<file path="src/rtl/hamming_pkg.sv">
// ============================================================================
// Module      : hamming_pkg
// Description : Shared types and codeword layout for the SECDED Hamming(16,11)
//               message path.
// Revision    : 1.0 - initial release
// ============================================================================
`default_nettype none

package hamming_pkg;

    typedef enum logic [1:0] {
        ST_OK        = 2'd0,
        ST_CORRECTED = 2'd1,
        ST_DOUBLE    = 2'd2
    } status_e;

    typedef enum logic [1:0] {
        S_LO  = 2'd0,
        S_HI  = 2'd1,
        S_OUT = 2'd2
    } state_e;

    // d1..d11 in ascending codeword position; position 0 is overall parity
    localparam int C_DATA_POS [11] = '{3, 5, 6, 7, 9, 10, 11, 12, 13, 14, 15};
    localparam int C_PAR_POS  [4]  = '{1, 2, 4, 8};

    function automatic logic [10:0] extract_data(input logic [15:0] i_cw);
        logic [10:0] w_d;
        w_d = '0;
        for (int k = 0; k < 11; k++) begin
            w_d[k] = i_cw[C_DATA_POS[k][3:0]];
        end
        return w_d;
    endfunction

endpackage

`default_nettype wire

</file>
<file path="src/rtl/hamming_syndrome.sv">
// ============================================================================
// Module      : hamming_syndrome
// Description : Combinational syndrome and overall-parity check of a 16-bit
//               SECDED Hamming(16,11) codeword.
// Revision    : 1.0 - initial release
// ============================================================================
`default_nettype none

module hamming_syndrome
    import hamming_pkg::*;
(
    input  logic [15:0] i_codeword,
    output logic [3:0]  o_syndrome,
    output logic        o_parity
);

    // Syndrome bit k is the parity of every position whose index has bit k set
    always_comb begin
        o_syndrome = '0;
        for (int k = 0; k < 4; k++) begin
            for (int i = 1; i < 16; i++) begin
                if ((i & C_PAR_POS[k]) != 0) begin
                    o_syndrome[k] = o_syndrome[k] ^ i_codeword[i];
                end
            end
        end
    end

    assign o_parity = ^i_codeword;

endmodule

`default_nettype wire

</file>
<file path="src/rtl/hamming_decoder.sv">
// ============================================================================
// Module      : hamming_decoder
// Description : Byte-stream SECDED Hamming(16,11) decoder with single-error
//               correction, double-error detection and optional saturating
//               error counters (enabled by HAMMING_DEC_STATS_EN).
// Revision    : 1.0 - initial release
// ============================================================================
`default_nettype none

module hamming_decoder
    import hamming_pkg::*;
#(
    parameter int CNT_W = 8
) (
    input  logic             Clk,
    input  logic             Reset,
    input  logic             in_valid,
    output logic             in_ready,
    input  logic [7:0]       in_byte,
    output logic             out_valid,
    input  logic             out_ready,
    output logic [10:0]      out_data,
    output logic [1:0]       out_status,
    input  logic             clr_cnt,
    output logic [CNT_W-1:0] corrected_cnt,
    output logic [CNT_W-1:0] double_cnt
);

    state_e      r_state;
    logic [7:0]  r_lo;
    logic [10:0] r_out_data;
    status_e     r_out_status;

    logic [15:0] w_cw;
    logic [15:0] w_fixed;
    logic [3:0]  w_syn;
    logic        w_par;
    status_e     w_dec_status;
    logic [10:0] w_dec_data;
    logic        w_in_hs;
    logic        w_out_hs;

    assign w_cw = {in_byte, r_lo};

    hamming_syndrome u_syndrome (
        .i_codeword (w_cw),
        .o_syndrome (w_syn),
        .o_parity   (w_par)
    );

    // Odd parity means a single error: at position S, or at bit 0 when S=0
    always_comb begin
        w_fixed      = w_cw;
        w_dec_status = ST_OK;
        if (w_par) begin
            w_dec_status = ST_CORRECTED;
            if (w_syn != 4'd0) begin
                w_fixed[w_syn] = ~w_cw[w_syn];
            end
        end else if (w_syn != 4'd0) begin
            w_dec_status = ST_DOUBLE;
        end
    end

    assign w_dec_data = extract_data(w_fixed);

    assign in_ready   = (r_state == S_LO) || (r_state == S_HI);
    assign out_valid  = (r_state == S_OUT);
    assign out_data   = r_out_data;
    assign out_status = r_out_status;
    assign w_in_hs    = in_valid && in_ready;
    assign w_out_hs   = out_valid && out_ready;

    always_ff @(posedge Clk) begin
        if (!Reset) begin
            r_state      <= S_LO;
            r_lo         <= '0;
            r_out_data   <= '0;
            r_out_status <= ST_OK;
        end else begin
            case (r_state)
                S_LO: begin
                    if (w_in_hs) begin
                        r_lo    <= in_byte;
                        r_state <= S_HI;
                    end
                end
                S_HI: begin
                    if (w_in_hs) begin
                        r_out_data   <= w_dec_data;
                        r_out_status <= w_dec_status;
                        r_state      <= S_OUT;
                    end
                end
                S_OUT: begin
                    if (w_out_hs) begin
                        r_state <= S_LO;
                    end
                end
                default: r_state <= S_LO;
            endcase
        end
    end

`ifdef HAMMING_DEC_STATS_EN
    localparam logic [CNT_W-1:0] c_CNT_ONE = {{(CNT_W-1){1'b0}}, 1'b1};

    logic [CNT_W-1:0] r_corr_cnt;
    logic [CNT_W-1:0] r_dbl_cnt;

    always_ff @(posedge Clk) begin
        if (!Reset || clr_cnt) begin
            r_corr_cnt <= '0;
            r_dbl_cnt  <= '0;
        end else if (w_out_hs) begin
            if ((r_out_status == ST_CORRECTED) && (r_corr_cnt != '1)) begin
                r_corr_cnt <= r_corr_cnt + c_CNT_ONE;
            end
            if ((r_out_status == ST_DOUBLE) && (r_dbl_cnt != '1)) begin
                r_dbl_cnt <= r_dbl_cnt + c_CNT_ONE;
            end
        end
    end

    assign corrected_cnt = r_corr_cnt;
    assign double_cnt    = r_dbl_cnt;
`else
    logic w_unused_clr;
    assign w_unused_clr  = clr_cnt;
    assign corrected_cnt = '0;
    assign double_cnt    = '0;
`endif

endmodule

`default_nettype wire

</file>
<file path="config.mk">
export PLATFORM = sky130hd
export DESIGN_NAME = hamming_decoder
export DESIGN_NICKNAME = d
export VERILOG_FILES = /design/src/rtl/hamming_pkg.sv /design/src/rtl/hamming_syndrome.sv /design/src/rtl/hamming_decoder.sv
export SDC_FILE = /design/constraint.sdc
export NUM_CORES = 1
export LEC_CHECK = 0
export ABC_AREA = 1
export CAP_MARGIN = 15
export CELL_PAD_IN_SITES_DETAIL_PLACEMENT = 0
export CELL_PAD_IN_SITES_GLOBAL_PLACEMENT = 2
export CORE_MARGIN = 4
export CORE_UTILIZATION = 26
export DETAILED_ROUTE_END_ITERATION = 8
export PLACE_DENSITY = 0.84
export SYNTH_ARGS = -nofsm -noshare
export SYNTH_HDL_FRONTEND = slang
export SYNTH_SLANG_ARGS = --single-unit
</file>
<file path="constraint.sdc">
create_clock -name Clk -period 2.6 [get_ports Clk]
set_clock_uncertainty 0.05 [all_clocks]
set_input_delay 0.52 -clock Clk [delete_from_list [all_inputs] [get_ports Clk]]
set_output_delay 0.52 -clock Clk [all_outputs]
set_load 0.01 [all_outputs]
</file>
==> results.toml <==
[yosys]
yosys_warnings = 0
seq_area_frac_synth_pct = 25.4
ys_seq_elements = 23
synth.avg_cell_area_um2 = 6.19
synth.distinct_cells = 29
netlist_instances = 293
async_reset_ff_share_pct = 0
synth_flop_cell = "dfxtp_1"
syn_area_mm2 = 0.00181
synth-edff-count = 0

[die]
start_util_pct = 26.7
rows = 30
ios = 44
die_w_um = 91.5
die_y_um = 91.5
coreArea_mm2 = 0.00679
dieArea_mm2 = 0.00837

[setup_path]
critical_path_class = "input port to flop"
path_max_fanout = 7
crit_path_end_kind = "flop"
start_kind = "input port"
cp_data_arrival_time_ns = 2.57
critPathMaxStageDelay_ns = 0.47
critPathMostFrequentCell = "buf_4"
worstPathRequired_ns = 2.76
path_cells = "clkdlybuf4s50_1 -> xnor2_2 -> xnor2_2 -> buf_4 -> xor2_1 -> buf_4 -> nor4_2 -> buf_4 -> nor2_1 -> nor2_1 -> nand2_1 -> a21oi_1"
path_delay_family = "buffers and inverters"
cp_slowest_cell = "clkdlybuf4s50_1"
crit_buf_inv = 4

[worst_hold_path]
min_path_type = "flop to flop"

[place]
preCtsSetupSlack_ns = -0.290
place_inst = 438
place_congestion = 0.866
postPlaceCellArea_mm2 = 0.00231
port-buffer-count = 26
dp_hpwl_um = 3860

[drt]
drc = 0
wl_per_cell_um = 11.8
vias_per_cell = 4.32
drt-initial-drc-count = 88
vias = 1941
ant_nets = 0
drt-total-wl_um = 5320
first_pass_iters = 4

[clock_tree]
clk_latency_ns = 0.27
cts_made_buffers = 3
cts_root_buf = "clkbuf_8"
clock_path_buffers = 2
clock-sinks = 23
cts_htree_levels = 1
cts_tree = "yes"
clk_pin_slew_ns = 0.09

[timing]
finalSetupViolations = 0
setup_ws_ns = 0.182
grt_setup_unrepaired = "no"
maxSlewHeadroom_pct = 50.9
finalCriticalPeriod_ns = 2.42
tns_ns = 0
fin_crit_sh_pct = 93.0
worstMarginPinSlew_ns = 0.736
hold_viol = 0
fmax_ghz = 0.414
drv_slew = 0

[cells_and_area]
fill_cells = 749
diodes = 0
stdcell_count = 449
fin_util_pct = 37.1
area_growth_pct = 39.0
drive_above_1_share_pct = 24.1
fin_area_mm2 = 0.00252
nets = 367

[pwr]
p_leak_nw = 1.24
vdd_drop_max_mv = 0.228
power_density_mw_per_mm2 = 584

[status]
status = "finished, final reports clean"

[flow_run]
max_cap_viol_count = 0

[grt]
track_usage_pct = 12.1
grt_pass1_vias = 1719
antenna_found_initial = 0
overflow = 0
grt_pass1_wl_um = 8250
grt_max_degree = 25
==> logic make-up (layout without fill, tap and decap cells) <==
kind of cell | Yosys count | count (layout) | share of synthesized area [%]
other | 1 | 16 | 0.207
XOR/XNOR | 12 | 12 | 6.21
AO/OA/AOI/OAI | 44 | 44 | 12.5
buffers and inverters | 66 | 108 | 18.5
flip-flops | 23 | 23 | 25.4
AND/OR/NAND/NOR | 147 | 150 | 37.2
==> synth_stat cells (all sizes together) (3+ instances only) <==
cell / count / area (um^2)
buf: 20 / 153
a21oi: 33 / 169
nor2: 17 / 76.3
o21ai: 10 / 50.1
inv: 43 / 161
xor2: 3 / 26.3
dfxtp: 23 / 460
nand2: 87 / 352
xnor2: 9 / 86.3
nand3: 38 / 215
clkbuf: 3 / 21.3
==> cell type report <==
cell class | count | area, um^2 | share of cell area (%)
timing repair buffer | 61 | 536 | 21.3
sequential | 23 | 462 | 18.3
multi-input combinational | 222 | 1190 | 47.4
clock inverter | 1 | 5.00 | 0.199
clock buffer | 3 | 41.3 | 1.64
inverter | 43 | 161 | 6.41
tap | 96 | 120 | 4.77
==> registers in the layout (all words and copies together) (netlist names) <==
name,cells
r_state,2
out_status,2
r_lo,8
out_data,11
==> report_power, final <==
part | total [W] | switching [W] | internal (W)
logic | 0.000848 | 0.000509 | 0.000339
clock network | 0.000233 | 0.000125 | 0.000107
registers | 0.000393 | 0.0000167 | 0.000376
total | 0.00147 | 0.000651 | 0.000822
==> layout by cell type, fill, tap and decap left out, drive strengths merged, types with 3 or more instances in the layout <==
master and n:
nor2 17, nand3 39, dlymetal6s2s 5, nand2 89, conb 16, o21ai 10
buf 35, clkbuf 3, xor2 3, xnor2 9, clkdlybuf4s50 21, inv 43
dfxtp 23, a21oi 33
==> path summary, 6_finish.rpt <==
kind	slack, ns	end	depth (start not counted)	start
setup / recovery	0.18	out_data[10]	12	in_byte[5]
hold / removal	0.42	out_data[4]	2	out_data[4]
setup reg to reg	0.28	out_data[10]	15	r_lo[3]
hold reg to reg	0.42	out_data[4]	2	out_data[4]
==> worst min-delay path, stage by stage, from the launching register on <==
cell     delay, ns
dfxtp_1       0.32
nand2_1       0.06
a21oi_1       0.05
==> per-stage QoR <==
stage,hold slack (ns),total power (W)
finish,0.419,0.00147
detailed placement,0.407,0.00111
global placement,0.406,0.00112
CTS,0.422,0.00136
floorplan,0.407,0.000911
global route,0.437,0.00158
==> routing by layer <==
layer	part of all wire [%]	vias up	wire length, um	GRT usage, %
met5	0	-	0	0
met4	1.8	0	95	3.77
met3	3.9	8	206	1.91
met2	44	42	2360	18.9
met1	50	873	2660	16.8
li1	-	1018	-	-
==> repair_timing <==
item	in CTS	in global routing
cloned	0	3
pin swaps	0	6
resized for setup	1	27
setup endpoints to repair	1	11
hold buffers	0	0
buffers inserted	0	4
(Power assumes the default switching activity.)
